<file path="src/rtl/sm_seq_arb.sv">
// sm_seq_arb: round-robin arbiter driving a shared 4-phase Moore sequence, one pass per grant.
// Optional completed-pass counter on pass_cnt when SM_SEQ_ARB_STATS_EN is defined.
module sm_seq_arb #(
  parameter int NUM_REQ = 4
) (
  input  logic               clk,
  input  logic               reset_n,
  input  logic [NUM_REQ-1:0] req,
  input  logic [NUM_REQ-1:0] mode,
  input  logic               enable,
  output logic [NUM_REQ-1:0] gnt,
  output logic [1:0]         y,
  output logic               busy,
  output logic               done
`ifdef SM_SEQ_ARB_STATS_EN
  ,
  output logic [15:0]        pass_cnt
`endif
);
  localparam int PW = $clog2(NUM_REQ);
  typedef enum logic [2:0] {IDLE, ST0, ST1, ST2, ST3} state_t;
  state_t state_q, state_d;
  logic [NUM_REQ-1:0] gnt_q, gnt_d;
  logic [PW-1:0] ptr_q, ptr_d, win;
  logic [PW:0] idx;
  logic mode_q, mode_d, found, arb;
  always_comb begin
    found = 1'b0;
    win = '0;
    idx = '0;
    for (int k = 0; k < NUM_REQ; k++) begin
      idx = {1'b0, ptr_q} + (PW+1)'(k);
      idx = idx >= (PW+1)'(NUM_REQ) ? idx - (PW+1)'(NUM_REQ) : idx;
      if (!found && req[idx]) begin
        found = 1'b1;
        win = idx[PW-1:0];
      end
    end
  end
  assign arb = enable && found;
  always_comb begin
    state_d = IDLE;
    gnt_d = gnt_q;
    ptr_d = ptr_q;
    mode_d = mode_q;
    case (state_q)
      IDLE, ST3: begin
        state_d = arb ? ST0 : IDLE;
        gnt_d = arb ? {{(NUM_REQ-1){1'b0}}, 1'b1} << win : '0;
        ptr_d = !arb ? ptr_q : win == PW'(NUM_REQ-1) ? '0 : win + 1'b1;
        mode_d = arb ? mode[win] : mode_q;
      end
      ST0: state_d = ST1;
      ST1: state_d = mode_q ? ST3 : ST2;
      ST2: state_d = ST3;
      default: gnt_d = '0;
    endcase
  end
  always_ff @(posedge clk or negedge reset_n) begin
    if (!reset_n) begin
      state_q <= IDLE;
      gnt_q <= '0;
      ptr_q <= '0;
      mode_q <= 1'b0;
    end else begin
      state_q <= state_d;
      gnt_q <= gnt_d;
      ptr_q <= ptr_d;
      mode_q <= mode_d;
    end
  end
  assign gnt = gnt_q;
  assign y = state_q == ST1 ? 2'd1 : state_q == ST2 ? 2'd2 : state_q == ST3 ? 2'd3 : 2'd0;
  assign busy = state_q == ST0 || state_q == ST1 || state_q == ST2 || state_q == ST3;
  assign done = state_q == ST3;
`ifdef SM_SEQ_ARB_STATS_EN
  logic [15:0] pass_cnt_q, pass_cnt_d;
  always_comb pass_cnt_d = pass_cnt_q + {15'd0, done};
  always_ff @(posedge clk or negedge reset_n) begin
    if (!reset_n) pass_cnt_q <= '0;
    else pass_cnt_q <= pass_cnt_d;
  end
  assign pass_cnt = pass_cnt_q;
`endif
endmodule

</file>
<file path="config.mk">
export PLATFORM = sky130hd
export DESIGN_NAME = sm_seq_arb
export DESIGN_NICKNAME = d
export VERILOG_FILES = /design/src/rtl/sm_seq_arb.sv
export SDC_FILE = /design/constraint.sdc
export NUM_CORES = 1
export LEC_CHECK = 0
export ABC_AREA = 1
export CAP_MARGIN = 5
export CORE_ASPECT_RATIO = 1.75
export CORE_MARGIN = 2
export CORE_UTILIZATION = 29
export DETAILED_ROUTE_END_ITERATION = 10
export GPL_ROUTABILITY_DRIVEN = 0
export GPL_TIMING_DRIVEN = 0
export SLEW_MARGIN = 5
export SYNTH_ARGS = -nofsm -noshare
export SYNTH_HDL_FRONTEND = slang
export SYNTH_SLANG_ARGS = --single-unit
</file>
<file path="constraint.sdc">
create_clock -name clk -period 2.5 [get_ports clk]
set_clock_uncertainty 0.1 [all_clocks]
set_input_delay 0.5 -clock clk [delete_from_list [all_inputs] [get_ports clk]]
set_output_delay 0.5 -clock clk [all_outputs]
set_load 0.05 [all_outputs]
</file>
==> flow_summary.yaml <==
outcome:
  run_status: "complete, no violations"
yosys:
  synthMostInstantiatedCell: "nand2_1"
  syn-num-nets: 146
  post-synth-top-area-cell: "dfrtp_1"
  synth_area_leaders: "dfrtp_1, nand2_1, inv_1"
  synth_cell_type_count: 19
  synth-async-reset-ratio_pct: 100
  synth_area_um2: 861
  cell_types_with_the_highest_counts_after_synthesis: "nand2_1, inv_1, nand3_1"
  synth-main-ff-cell: "dfrtp_1"
  synth-seq-cells: 10
  ys.warnings.count: 0
  synth_enable_flop_cells: 0
  post_synth_inst_count: 131
  yosys.area.top_type_share_pct: 29.1
  synth_seq_area_share_pct: 29.1
  syn-mean-instance-area_um2: 6.57
routing:
  dr_total_vias: 848
  route.antenna.remaining_nets: 0
  route.final.wire_length_mm: 1.89
  vias_per_std_cell: 4.69
  length_of_the_first_detailed_routing_pass_in_iterations: 4
  drc: 0
  drt_initial_violations: 9
  routed_wire_length_per_instance_um: 10.4
final_layout:
  syn2layout_area_growth_pct: 30.8
  num-fill-cells: 315
  final_nets: 169
  fin_util_pct: 39.3
  drive_above_1_share_pct: 20.3
  number_of_antenna_repair_diodes: 0
die:
  pin_count: 19
  floorplan.die.width_um: 45.2
  chipHeight_um: 76.1
  core_area_um2: 2860
  die-area_um2: 3440
  floorplan.rows: 26
  initial_utilization_pct: 30.1
setup_path:
  cp-startpoint: "state_q[1]"
  timing.critical_path.arrival_ns: 1.79
  regToRegStartpoint: "ptr_q[0]"
  r2r.worst_path.cells: 11
  worstSetupEndpointType: "output port"
  timing_worst_setup_path_type: "flip-flop to output port"
  critical_path_peak_fanout: 6
  cp-start-kind: "flip-flop"
  worst-endpoint-required_ns: 1.90
placement:
  place.port_buffers: 18
  place.detailed.hpwl_mm: 1.55
global_routing:
  grt_first_pass_wirelength_mm: 3.39
  grt.met3_usage_pct: 0.948
  grt_start_max_net_pins: 11
  first_global_vias: 856
  top_usage_layer: "met2"
  grt_overflow_total: 0
  global_route.usage.met2_pct: 23.0
  grt.total_usage_pct: 12.4
  met1_capacity_usage_during_global_routing_pct: 13.7
  grt_antenna_before_repair: 0
clock_network:
  cts.clk_slew.worst_paths_ns: 0.05
  cts_tree: "yes"
  cts.sinks: 10
  clockRootBuffer: "clkbuf_8"
  maximum_buffer_depth_of_the_clock_tree: 2
  clk-insertion-delay-late_ns: 0.24
  cts_made_buffers: 3
  htree_num_levels: 1
timing:
  unrepaired_setup_endpoints_after_global_routing: "no"
  period_share_pct: 95.6
  setup-tns-final_ns: 0
  min_period_ns: 2.39
  setup_violations: 0
  final-hold-violation-count: 0
  achievable_freq_mhz: 418
  tightest_slew_ns: 0.499
  slew_viol_final: 0
  maxSlewHeadroom_pct: 66.6
power:
  power_density_nw_per_um2: 1540
  post-layout-total-power_mw: 1.74
  power.ir.vdd_worst_uv: 996
  power.static_leakage_nw: 0.642
hold_path:
  holdPathStages: 2
  worst_hold_startpoint: "mode_q"
  holdCritPathClass: "flip-flop to flip-flop"
job:
  cap_violations: 0
## cells by family (layout without fill, tap and decap cells)
family / after synthesis / after routing / synth area share [%]
compound gates: 5 / 5 / 2.91
fa+ha+maj: 4 / 4 / 5.81
flops: 10 / 10 / 29.1
buf+inv: 24 / 46 / 11.8
simple gates: 88 / 88 / 50.4
## flip-flops by register name, indices dropped and copies added (netlist names)
signal and count:
ptr_q 2, gnt 4, mode_q 1, state_q 3
## where the power goes
group	switching (mW)	internal [mW]	total, mW
combinational	0.873	0.393	1.27
clock	0.0670	0.139	0.206
sequential	0.0438	0.225	0.268
## repair_timing
action	in CTS	in global routing
gates resized for setup	5	4
setup endpoints to repair	4	3
pin swaps	0	0
hold buffers	0	0
buffers inserted	0	0
## critical path, stage by stage, from the launching register on
cell             delay (ns)
dfrtp_1                0.39
nor2_1                 0.24
inv_1                  0.17
nor2_2                 0.12
inv_1                  0.08
nand2_1                0.06
clkdlybuf4s15_1        0.49
## cell type report
class                   count  area, µm²  area share, %
plain buffers               1       11.3           1.00
clock buffers               4       55.1           4.89
repair buffers             18        169           15.0
well taps                  28       35.0           3.11
multi-input cells          97        515           45.8
flip-flops and latches     10        250           22.2
inverters                  23       90.1           8.00
## routing by layer
layer / up-vias / wire, µm
met5: - / 0
met4: 0 / 38
met3: 5 / 84
met2: 20 / 1010
met1: 382 / 754
li1: 441 / -
## through the flow
step,hold slack [ns],worst slack (ns),instances,area [µm²]
after floorplan,0.104,0.0376,131,867
after global placement,0.396,-0.00883,177,1080
after detailed placement,0.399,-0.00635,177,1080
after CTS,0.398,0.0181,181,1130
after global routing,0.437,0.00249,181,1130
final,0.411,0.109,181,1130
## layout by cell type (no fill, tap or decap), drive strengths merged, types with 2 or more instances in the layout
cell type and instances:
o21ai 4, nand3 16, dfrtp 10, clkbuf 6, nor2 9, inv 22
nand4 2, ha 4, nand2 60, clkdlybuf4s50 14
## final timing paths
| check | to | slack [ns] |
|---|---|---|
| setup / recovery | y[0] | 0.11 |
| hold / removal | mode_q | 0.41 |
| setup reg to reg | ptr_q[1] | 0.50 |
| hold reg to reg | mode_q | 0.41 |
| max in group asynchronous | gnt[1] | 1.50 |
| min in group asynchronous | mode_q | 0.48 |
(Power assumes the default switching activity.)
==> edit 1: new RTL, same flow settings <==
The parameter `NUM_REQ` goes from 4 to 8.
--- a/src/rtl/sm_seq_arb.sv
+++ b/src/rtl/sm_seq_arb.sv
@@ -1,7 +1,7 @@
 // sm_seq_arb: round-robin arbiter driving a shared 4-phase Moore sequence, one pass per grant.
 // Optional completed-pass counter on pass_cnt when SM_SEQ_ARB_STATS_EN is defined.
 module sm_seq_arb #(
-  parameter int NUM_REQ = 4
+  parameter int NUM_REQ = 8
 ) (
   input  logic               clk,
   input  logic               reset_n,
Interface: changed (resized gnt, mode and req); port bits go from 19 to 31. No check against the original RTL was run, so the function may have changed too.
==> edit 1 against the unedited design <==
The flow now finishes with violations (negative setup slack). Die area rose by 73%. Sequential cell count rose by 5. Setup slack worse by 360 ps. Synthesized cell count is 72% higher. Area after synthesis up 79%. Final area is 110% higher. Routed wire length rose by 130%. Critical path depth is 13 higher. Cell count grew 81%. Core utilization grew 5.2 points.
Power is left out: the tool's default activity adds up to more than one toggle a clock period on the data nets, which glitch-free logic cannot reach.
==> edit 1: results <==
export IMPL_worstSetupPathType="flip-flop to flip-flop"
export IMPL_drtIter0Drc=92
export IMPL_cp_endpoint="ptr_q[2]$_DFFE_PN0P_"
export IMPL_max_stage_delay_ps=390
export IMPL_hold_path_end="gnt[5]$_DFFE_PN0N_"
export IMPL_r2r_cells=19
export IMPL_nets=297
export IMPL_dpl_hpwl_um=3360
export IMPL_grt_pass1_vias=1687
export IMPL_grt_usage_pct=15.6
export IMPL_grt_max_degree=16
export IMPL_setup_slack_ps=-254
export IMPL_holdWs_ps=387
export IMPL_drive_gt1_share_pct=36.3
export IMPL_setup_viol=13
export IMPL_port_buffers=30
export IMPL_worst_pin_slew_ps=650
export IMPL_grt_first_pass_wirelength_um=7200
export IMPL_synth_commonest_cells="nand2_1 (65), inv_1 (25), nand3_1 (25)"
export IMPL_dr_total_vias=1655
export IMPL_worstSkewPairLatency_ps=240
export IMPL_largest_reg_flops=8
export IMPL_cp_slowest_cell="dfrtp_1"
export IMPL_yosys_top_cells_area="dfrtp_1 (24%), nand2_1 (16%), nand3_2 (8.4%)"
export IMPL_seq_area_frac_synth_pct=24.3
export IMPL_worstHoldStart="gnt[5]$_DFFE_PN0N_"
export IMPL_place_ws_ps=-634
export IMPL_synthDistinctLibCells=32
export IMPL_crit_family="simple AND/OR/NAND/NOR gates"
export IMPL_arrival_ps=2780
export IMPL_violations="negative setup slack"
export IMPL_outcome="finished, violations left"
edit 1: changes by cell type after synthesis, moves of 4 or more:
cell	change
nand2_2	+4
nor2_1	+6
nand3_2	+8
dfrtp_1	+5
nand2_1	+17
inv_1	+6
o21ai_0	+5
o21ai_1	+5
nand3_1	+14
edit 1: through the flow:
step                      util (%)  instances  setup TNS [ps]  instance area [µm²]
after floorplan                  -        225            -474                 1610
final                         44.6        328           -2280                 2320
after detailed placement      38.0        310           -5320                 1980
after global routing          44.6        328           -4410                 2320
after CTS                     42.7        326           -2100                 2230
after global placement        38.0        310           -5380                 1980
edit 1: routing by layer:
metal	track usage, %	wire length [µm]	vias up
met5	0	0	-
met4	8.74	177	0
met3	0.385	89	17
met2	31.1	2520	42
met1	15.1	1560	781
li1	-	-	815
edit 1: area by class of cell:
type | count | area, µm²
repair buffers | 44 | 412
plain buffers | 4 | 56.3
flip-flops and latches | 15 | 375
fillers | 518 | 2890
well taps | 55 | 68.8
multi-input cells | 173 | 1220
inverters | 33 | 144
clock buffers | 4 | 45.0
edit 1: cell families (layout without fill, tap and decap cells):
logic type	count (synthesis)	after routing	synth area share (%)
AND/OR/NAND/NOR	143	143	50.5
flip-flops	15	15	24.3
adder cells (fa/ha/maj)	4	4	3.24
XOR/XNOR	4	4	2.27
buffers and inverters	37	85	11.8
AO/OA/AOI/OAI	22	22	7.87
edit 1: timing repair:
action,4_1_cts,5_1_grt
resized for setup,27,25
endpoints found under the hold margin,0,0
hold buffers,0,0
pin swaps,14,17
buffers inserted,12,2
endpoints found under the setup margin,17,13
==> edit 2: new RTL, config.mk and constraints unchanged <==
Made on the original files. Re-encode `state_t` (5 states) as one-hot, 5 bits wide.
--- a/src/rtl/sm_seq_arb.sv
+++ b/src/rtl/sm_seq_arb.sv
@@ -18,7 +18,7 @@
 `endif
 );
   localparam int PW = $clog2(NUM_REQ);
-  typedef enum logic [2:0] {IDLE, ST0, ST1, ST2, ST3} state_t;
+  typedef enum logic [4:0] {IDLE = 5'b00001, ST0 = 5'b00010, ST1 = 5'b00100, ST2 = 5'b01000, ST3 = 5'b10000} state_t;
   state_t state_q, state_d;
   logic [NUM_REQ-1:0] gnt_q, gnt_d;
   logic [PW-1:0] ptr_q, ptr_d, win;
Formal check against the unedited RTL: same outputs for any inputs over 10 cycles, from zero or initial values and one cycle with reset_n low; not proved beyond that.
==> edit 2 against the unedited design <==
Combinational power is 13% lower. Area after synthesis up 9.3%. Sequential cell count rose by 2. Routed wire length increased by 2.4%. Largest cell class unchanged. Setup slack improved by 150 ps. Power shrank 7.3%. Worst hold slack got worse by 59 ps. Die area up 8.6%. Final area grew 8.7%.
==> edit 2: results <==
export IMPL_outcome="finished clean"
export IMPL_drtIter0Drc=14
export IMPL_place_ws_ps=-210
export IMPL_wl_per_cell_um=9.29
export IMPL_use_met1_pct=11.8
export IMPL_m1WireLength_um=797
export IMPL_wl_met3_um=69
export IMPL_ir_worst_vdd_mv=0.521
export IMPL_route_met2_wl_um=1050
export IMPL_largest_reg_flops=5
export IMPL_r2r_cells=10
export IMPL_grt_max_degree=13
export IMPL_hold_path_end="state_q[3]$_DFF_PN0_"
export IMPL_use_met2_pct=23.7
export IMPL_drive_gt1_share_pct=17.0
export IMPL_max_stage_delay_ps=520
export IMPL_synth_compound_area_share_pct=4.79
export IMPL_nets=181
export IMPL_startpoint="state_q[0]$_DFF_PN1_"
export IMPL_synth_fp_nets=158
export IMPL_synthDistinctLibCells=21
export IMPL_yosys_top_cells_area="dfrtp_1 (29%), nand2_1 (22%), nand3_1 (6.9%)"
export IMPL_placed_cell_area_um2=1170
export IMPL_synthAdderAreaFrac_pct=5.32
export IMPL_relSlewSlack_pct=65.4
export IMPL_cp_slowest_cell="dlygate4sd2_1"
export IMPL_grtUsageMet3_pct=0.682
export IMPL_synth_commonest_cells="nand2_1 (55), inv_1 (17), nand3_1 (13)"
export IMPL_dpl_hpwl_um=1620
export IMPL_viasPerCell=4.51
export IMPL_grt_first_pass_wirelength_um=3440
export IMPL_path_max_fanout=3
export IMPL_grt_usage_pct=11.9
-- edit 2: cell types whose count changed after synthesis, sizes merged --
cell   before  now
o21ai       4    9
nand2      60   64
nor2        9   10
a21oi       1    0
nor3        1    2
nand4       2    3
dfstp       0    1
inv        22   21
dfrtp      10   11
-- edit 2: layout make-up --
class / instances / area (µm²)
multi-input cells: 108 / 547
fillers: 348 / 1880
well taps: 43 / 53.8
inverters: 22 / 86.3
clock buffers: 4 / 45.0
plain buffers: 1 / 11.3
repair buffers: 18 / 179
flip-flops and latches: 12 / 302
-- edit 2: per-stage QoR --
stage / cells / TNS, ps
finish: 208 / 0
detailed placement: 204 / -210
global route: 208 / 0
floorplan: 143 / 0
global placement: 204 / -186
CTS: 208 / 0
-- edit 2: where the power goes --
group          internal, mW  switching [mW]  total (mW)
logic                 0.371           0.743        1.11
registers             0.274          0.0505       0.324
clock network         0.112          0.0629       0.175
-- edit 2: repair_timing --
item / CTS / global route
gates resized for setup: 3 / 4
endpoints found under the setup margin: 2 / 3
pin swaps: 0 / 0
